## config.mk

```make
export PLATFORM = sky130hd
export DESIGN_NAME = ak_pipe_addsub
export DESIGN_NICKNAME = d
export VERILOG_FILES = /design/src/rtl/ak_add_pkg.sv /design/src/rtl/ak_fa.sv /design/src/rtl/ak_slice_add.sv /design/src/rtl/ak_pipe_addsub.sv
export SDC_FILE = /design/constraint.sdc
export NUM_CORES = 1
export LEC_CHECK = 0
export BUFFER_PORTS_ARGS = -buffer_cell sky130_fd_sc_hd__buf_2
export CAP_MARGIN = 5
export CORE_ASPECT_RATIO = 0.7
export CORE_MARGIN = 10
export CORE_UTILIZATION = 55
export CTS_CLUSTER_SIZE = 30
export DETAILED_ROUTE_END_ITERATION = 10
export PLACE_DENSITY_LB_ADDON = 0.1
export SLEW_MARGIN = 20
export SYNTH_ARGS = -nofsm -noshare
export SYNTH_HDL_FRONTEND = slang
export SYNTH_HIERARCHICAL = 1
export SYNTH_SLANG_ARGS = --single-unit
```

## constraint.sdc

```tcl
create_clock -name clk -period 3.5 [get_ports clk]
set_input_delay 0.175 -clock clk [delete_from_list [all_inputs] [get_ports clk]]
set_output_delay 0.175 -clock clk [all_outputs]
set_load 0.005 [all_outputs]
```

## src/rtl/ak_add_pkg.sv

```systemverilog
// ak_add_pkg: shared mode encoding, stage-count derivation and split check for the pipelined adder
package ak_add_pkg;

    typedef enum logic {ADD = 1'b0, SUB = 1'b1} mode_e;

    function automatic int stages(input int width, input int seg);
        return width / seg;
    endfunction

    function automatic bit split_ok(input int width, input int seg);
        return seg > 0 && width >= seg && width % seg == 0;
    endfunction

endpackage

```

## src/rtl/ak_fa.sv

```systemverilog
// ak_fa: 1-bit full-adder cell
module ak_fa (
    input  logic a_i,
    input  logic b_i,
    input  logic c_i,
    output logic s_o,
    output logic c_o
);

    assign s_o = a_i ^ b_i ^ c_i;
    assign c_o = (a_i & b_i) | (c_i & (a_i ^ b_i));

endmodule

```

## src/rtl/ak_slice_add.sv

```systemverilog
// ak_slice_add: combinational SEG-bit ripple-carry slice exporting carry into and out of its MSB
module ak_slice_add #(
    parameter int SEG = 4
) (
    input  logic [SEG-1:0] a_i,
    input  logic [SEG-1:0] b_i,
    input  logic           c_i,
    output logic [SEG-1:0] s_o,
    output logic           c_o,
    output logic           cm_o
);

    logic [SEG:0] c;

    assign c[0] = c_i;

    for (genvar i = 0; i < SEG; i++) begin : g_fa
        ak_fa u_fa (
            .a_i(a_i[i]),
            .b_i(b_i[i]),
            .c_i(c[i]),
            .s_o(s_o[i]),
            .c_o(c[i+1])
        );
    end

    assign c_o  = c[SEG];
    assign cm_o = c[SEG-1];

endmodule

```

## src/rtl/ak_pipe_addsub.sv

```systemverilog
// ak_pipe_addsub: pipelined add/subtract, one SEG-bit slice resolved per stage, valid/ready both sides
module ak_pipe_addsub
    import ak_add_pkg::*;
#(
    parameter int WIDTH = 16,
    parameter int SEG   = 4
) (
    input  logic             clk,
    input  logic             rst_n,
    input  logic             in_valid,
    output logic             in_ready,
    input  logic [WIDTH-1:0] a,
    input  logic [WIDTH-1:0] b,
    input  logic             cin,
    input  logic             sub,
    output logic             out_valid,
    input  logic             out_ready,
    output logic [WIDTH-1:0] sum,
    output logic             cout,
    output logic             ovf
);

    localparam int STAGES = stages(WIDTH, SEG);

    if (!split_ok(WIDTH, SEG)) begin : g_bad_split
        $error("ak_pipe_addsub: WIDTH must be a non-zero multiple of SEG");
    end

    logic                        en;
    logic                        is_sub;
    logic                        unused_ops;
    logic [STAGES-1:0]           v_q, v_d, c_q, c_d, o_q, o_d;
    logic [STAGES-1:0][WIDTH-1:0] a_q, a_d, b_q, b_d, s_q, s_d;

    // The whole pipe advances together; a stalled output freezes every stage, bubbles included.
    assign en       = !v_q[STAGES-1] || out_ready;
    assign in_ready = rst_n && en;
    assign is_sub   = mode_e'(sub) == SUB;

    for (genvar k = 0; k < STAGES; k++) begin : g_stage
        logic [WIDTH-1:0] ai, bi, si, sn;
        logic [SEG-1:0]   ss;
        logic             ci, vi, co, cm;
        if (k == 0) begin : g_head
            assign ai = a;
            assign bi = is_sub ? ~b : b;
            assign ci = is_sub ? ~cin : cin;
            assign si = '0;
            assign vi = in_valid;
        end else begin : g_tail
            assign ai = a_q[k-1];
            assign bi = b_q[k-1];
            assign ci = c_q[k-1];
            assign si = s_q[k-1];
            assign vi = v_q[k-1];
        end
        ak_slice_add #(.SEG(SEG)) u_slice (
            .a_i (ai[k*SEG +: SEG]),
            .b_i (bi[k*SEG +: SEG]),
            .c_i (ci),
            .s_o (ss),
            .c_o (co),
            .cm_o(cm)
        );
        // Merge this stage's freshly resolved slice into the partial sum travelling with the bundle.
        always_comb begin
            sn = si;
            sn[k*SEG +: SEG] = ss;
        end
        assign a_d[k] = ai;
        assign b_d[k] = bi;
        assign s_d[k] = sn;
        assign c_d[k] = co;
        assign o_d[k] = cm ^ co;
        assign v_d[k] = vi;
    end

    // Stage registers: valids always shift on advance, data only follows a valid bundle so bubbles keep old outputs.
    always_ff @(posedge clk) begin
        if (!rst_n) begin
            v_q <= '0;
            a_q <= '0;
            b_q <= '0;
            s_q <= '0;
            c_q <= '0;
            o_q <= '0;
        end else if (en) begin
            v_q <= v_d;
            for (int i = 0; i < STAGES; i++) begin
                if (v_d[i]) begin
                    a_q[i] <= a_d[i];
                    b_q[i] <= b_d[i];
                    s_q[i] <= s_d[i];
                    c_q[i] <= c_d[i];
                    o_q[i] <= o_d[i];
                end
            end
        end
    end

    assign out_valid = v_q[STAGES-1];
    assign sum       = s_q[STAGES-1];
    assign cout      = c_q[STAGES-1];
    assign ovf       = o_q[STAGES-1];

    // Consumed operand slices and early-stage overflow flags are carried but never read.
    assign unused_ops = ^{a_q, b_q, o_q};

endmodule

```

==> Yosys cells after proc, flatten, opt, wreduce, memory -nomap -nowiden <==
Index checks and enable logic that the tools add are counted.
{ "op_classes": {"muxes": 2, "bitwise_logic": 83, "reduce_logical": 7} }
{ "op_table": {"columns": ["op", "count"], "rows": [
  ["$xor A1 B1 Y1", 33],
  ["$and A1 B1 Y1", 32],
  ["$mux W16", 1],
  ["$not A16 Y16", 1],
  ["$or A1 B1 Y1", 16],
  ["$reduce_and A2 Y1", 4],
  ["$logic_and A1 B1 Y1", 1],
  ["$logic_not A1 Y1", 1],
  ["$logic_or A1 B1 Y1", 1],
  ["$mux W1", 1],
  ["$not A1 Y1", 1]
]} }
{ "totals": {"regBits": 145, "inputBits": 38, "out_inout_bits": 20} }

==> Depth between registers and ports, before layout <==
{ "depth": {"depth_word": 11, "ltp_mapped": 9} }

==> By module <==
The synthesis kept the hierarchy.
{ "modules_own_cells": {"columns": ["mod", "n_inst", "cells_per_inst", "area_each_um2"], "rows": [
  ["ak_pipe_addsub", 1, 386, 3776.1],
  ["ak_fa", 16, 1, 20.0]
]} }

==> Worst setup path before layout <==
No wires, ideal clock.
{ "synth_timing": {"path_kind": "input -> register", "start": "input port sub", "end": "register s_q (netlist bit g_stage[1].si[3])", "setup_ns": 0.072, "arrival_time_ns": 2.497, "required_time_ns": 3.428, "slack_ns": 0.932, "path_stages": 9, "cell_sequence": "buf_2 buf_4 xor2_1 fa_1 fa_1 fa_1 fa_1 nand2_1 mux2i_1"} }
{ "synth_via": {"elab_chain_cells": 9} }
{ "synth_rtl": {"columns": ["item", "line_no", "rtl"], "rows": [
  ["from (decl)", "ak_pipe_addsub.sv:15", "input logic sub,"],
  ["$mux W16 *", "ak_pipe_addsub.sv:46", "assign bi = is_sub ? ~b : b;"],
  ["via g_stage[0].bi[0]", "ak_pipe_addsub.sv:41", "logic [WIDTH-1:0] ai, bi, si, sn;"],
  ["$xor A1 B1 Y1", "ak_fa.sv:11", "assign c_o = (a_i & b_i) | (c_i & (a_i ^ b_i));"],
  ["$and A1 B1 Y1", "ak_fa.sv:11", null],
  ["$or A1 B1 Y1 *", "ak_fa.sv:11", null],
  ["via g_stage[0].u_slice.c[1]", "ak_slice_add.sv:13", "logic [SEG:0] c;"],
  ["$and A1 B1 Y1 *", "ak_fa.sv:11", null],
  ["$or A1 B1 Y1 *", "ak_fa.sv:11", null],
  ["via g_stage[0].u_slice.c[2]", "ak_slice_add.sv:13", null],
  ["$and A1 B1 Y1 *", "ak_fa.sv:11", null],
  ["$or A1 B1 Y1 *", "ak_fa.sv:11", null],
  ["via g_stage[0].cm", "ak_pipe_addsub.sv:43", "logic ci, vi, co, cm;"],
  ["$xor A1 B1 Y1 *", "ak_fa.sv:10", "assign s_o = a_i ^ b_i ^ c_i;"],
  ["via g_stage[0].ss[3]", "ak_pipe_addsub.sv:42", "logic [SEG-1:0] ss;"],
  ["to (signal, indexed assignment)", "ak_pipe_addsub.sv:93", "s_q[i] <= s_d[i];"],
  ["to (decl)", "ak_pipe_addsub.sv:33", "logic [STAGES-1:0][WIDTH-1:0] a_q, a_d, b_q, b_d, s_q, s_d;"]
]} }
The timed path passes the listed nets; every way through them passes the cells marked *.
A chain may end at the register's enable or synchronous reset.

==> Final worst setup path <==
{ "layout_timing": {"start": "register a_q (netlist bit g_stage[3].ai[12])", "end": "register o_q[3]"} }
{ "layout_via": {"elab_chain_cells": 10} }
{ "layout_rtl": {"columns": ["item", "line_no", "rtl"], "rows": [
  ["from (decl)", "ak_pipe_addsub.sv:33", null],
  ["from (signal, indexed assignment)", "ak_pipe_addsub.sv:91", "a_q[i] <= a_d[i];"],
  ["$xor A1 B1 Y1", "ak_fa.sv:11", null],
  ["$and A1 B1 Y1", "ak_fa.sv:11", null],
  ["$or A1 B1 Y1 *", "ak_fa.sv:11", null],
  ["via g_stage[3].u_slice.c[1]", "ak_slice_add.sv:13", null],
  ["$and A1 B1 Y1 *", "ak_fa.sv:11", null],
  ["$or A1 B1 Y1 *", "ak_fa.sv:11", null],
  ["via g_stage[3].u_slice.c[2]", "ak_slice_add.sv:13", null],
  ["$and A1 B1 Y1 *", "ak_fa.sv:11", null],
  ["$or A1 B1 Y1 *", "ak_fa.sv:11", null],
  ["via g_stage[3].cm", "ak_pipe_addsub.sv:43", null],
  ["$and A1 B1 Y1 *", "ak_fa.sv:11", null],
  ["$or A1 B1 Y1 *", "ak_fa.sv:11", null],
  ["via g_stage[3].co", "ak_pipe_addsub.sv:43", null],
  ["$xor A1 B1 Y1 *", "ak_pipe_addsub.sv:74", "assign o_d[k] = cm ^ co;"],
  ["to (signal, indexed assignment)", "ak_pipe_addsub.sv:95", "o_q[i] <= o_d[i];"],
  ["to (decl)", "ak_pipe_addsub.sv:32", "logic [STAGES-1:0] v_q, v_d, c_q, c_d, o_q, o_d;"]
]} }
Marked as above.

==> qor.yml <==
clock_network:
  cts_sinks: 97
  clk_latency_ns: 0.36
  cts_setup_buffers: 0
  cts_tree: "done"
  post_cts_resized: 0
  path_clk_slew_ns: 0.09
  holdBufCountCts: 0
  clk_path_buf_depth: 2
  clock-root-buffer: "clkbuf_8"
  cts_buffers: 9
  htree_levels: 3
run:
  cap_violations: 0
worst_setup_path:
  r2r-start: "g_stage[3].ai[12]"
  worst_ep_arrival_time_ns: 2.77
  reg2reg_depth: 6
  crit_path_end_kind: "flop"
  critPathRequiredTime_ns: 3.77
  path_class: "reg2reg"
  crit_path_max_fanout: 2
  r2r_setup_slack_ns: 1.0
  startpoint_type: "flop"
  rr_endpoint: "o_q[3]"
route:
  drt-wirelength-per-cell_um: 14.5
  drt_pre_antenna_iters: 4
  drt-total-wl_mm: 7.97
  drc_errors: 0
  drt_iter0_markers: 166
  via_count: 2756
  antenna_left: 0
  viasPerCell: 5.03
timing:
  drv_slew: 0
  worst_pin_slew_ns: 0.825
  setup_violations: 0
  fmax_mhz: 400
  rsz0062_at_grt: "no"
  max_slew_margin_pct: 44.8
  final-hold-violation-count: 0
  post-route-period-util_pct: 71.5
  finalCriticalPeriod_ns: 2.50
  setup_tns_ns: 0
  finClkSkew_ns: 0.00910
placed_design:
  port_buffers: 57
  dp_hpwl_mm: 5.62
  placedCellCount: 533
  gp_congestion: 0.755
cells_and_area:
  fin_cells: 548
  final_common_cell: "nand2_1"
  drive_gt1_share_pct: 18.4
  areaGrowthSynthToFinish_pct: 12.1
  n_antenna_cell: 0
  final_util_pct: 63.3
  final_cell_mix: "nand2_1, dfxtp_1, mux2i_1"
  nNetsFinal: 500
synthesis:
  synthCells: 402
  synth_top_area_share_pct: 47.4
  ys_seq_area_share_pct: 47.4
  yosys.area.top_type: "dfxtp_1"
  synth-warning-count: 6
  synth_nets: 456
  ys_types: 21
  synth-seq-cells: 97
  synth_area_um2: 4100
  syn_avg_cell_area_um2: 10.2
  synth.area.top_cells: "dfxtp_1, mux2i_1, nand2_1"
power_and_ir_drop:
  ir_drop_uv: 226
  p_per_area_nw_per_um2: 472
  leakage_nw: 2.21
  total_power_mw: 2.17
global_route:
  antenna_found_initial: 0
  grt_overflow: 0
  grt_max_degree: 63
  grtUsageTotal_pct: 14.7
  grt_pass1_vias: 2760
  grt_pass1_wl_mm: 13.5
min_path:
  holdPathStages: 3
  worstHoldStart: "a[10]"
  hold_path.class: "in2reg"
  whs_endpoint: "g_stage[1].ai[10]"
floorplanning:
  die_h_um: 92.2
  num_rows: 26
  floorplan.initialDensity_pct: 56.5
  core_area_um2: 7250
  num_io_pins: 58
  die_area_um2: 11400
  die_w_um: 123
outcome:
  status: "finished, final reports clean"
-- per-stage QoR --
step           hold WS (ns)  instance area [um2]  setup slack, ns
2_1_floorplan         0.317                 4100            0.932
3_3_place_gp          0.422                 4380             1.08
3_5_place_dp          0.431                 4380            0.989
4_1_cts              0.0381                 4590            0.990
5_1_grt              0.0418                 4590            0.901
6_report             0.0548                 4590            0.999
-- cells in the mapped netlist --
library cell  count
dfxtp_1          97
xor2_1            5
a311oi_1          1
mux2i_1          80
buf_4             6
nand2_2           2
a211oi_2          2
clkbuf_1          6
nor2b_1           1
buf_6             3
nor2_1            3
fa_1             16
xnor2_1          13
nand2_1         125
and2_4            1
nand2b_4          1
inv_2             1
a211oi_1         10
buf_2             9
a21oi_1          16
buf_1             4
-- logic make-up (layout without fill, tap and decap cells) --
group	count (synthesis)	in the layout	share of synthesized area, %
buffers and inverters	29	77	4.03
muxes	80	80	19.5
AOI/OAI and AO/OA	29	29	4.61
DFF	97	97	47.4
adders and majority gates	16	16	7.82
and+or+nand+nor	133	133	12.7
xor gates and xnor gates	18	18	3.85
-- cell type report --
cell class	instances	area, um2
fill	628	2660
clock buffer	10	138
clock inverter	5	80.1
tap	98	123
inverter	1	3.75
timing repair buffer	61	318
multi-input combinational	276	1990
sequential	97	1940
-- worst max-delay path, stage by stage (launching register included) --
cell and delay, ns:
dfxtp_1 0.34, fa_1 0.43, fa_1 0.38, fa_1 0.43
fa_1 0.43, xnor2_1 0.15, a311oi_1 0.26
-- state kept, by name, indices dropped and copies added (netlist names) --
| register | flops |
|---|---|
| g_stage.ai | 24 |
| g_stage.bi | 24 |
| g_stage.si | 24 |
| sum | 16 |
| c_q | 4 |
| v_q | 4 |
| o_q | 1 |
-- report_power, final --
part	leakage, nW	internal, mW	switching [mW]
registers	0.790	1.15	0.0208
logic	1.32	0.0920	0.117
clock network	0.104	0.417	0.376
-- metal layers --
layer / global-route usage [%] / wire, um / share of wire (%)
met4: 4.06 / 91 / 1.1
met3: 5.14 / 470 / 5.9
met5: 0 / 0 / 0
met1: 20.3 / 4100 / 51
met2: 21.2 / 3310 / 42
-- worst max path at each step --
stage / to / slack [ns] / depth (start not counted) / startpoint
6_report: o_q[3] / 1.0 / 6 / g_stage[3].ai[12]
3_5_place_dp: o_q[3] / 0.99 / 6 / g_stage[3].ai[12]
3_3_place_gp: o_q[3] / 1.08 / 6 / g_stage[3].ai[12]
5_1_grt: o_q[3] / 0.90 / 6 / g_stage[3].ai[12]
4_1_cts: o_q[3] / 0.99 / 6 / g_stage[3].ai[12]
2_1_floorplan: g_stage[1].si[3] / 0.93 / 9 / sub
Power figures use the tool's default switching activity.
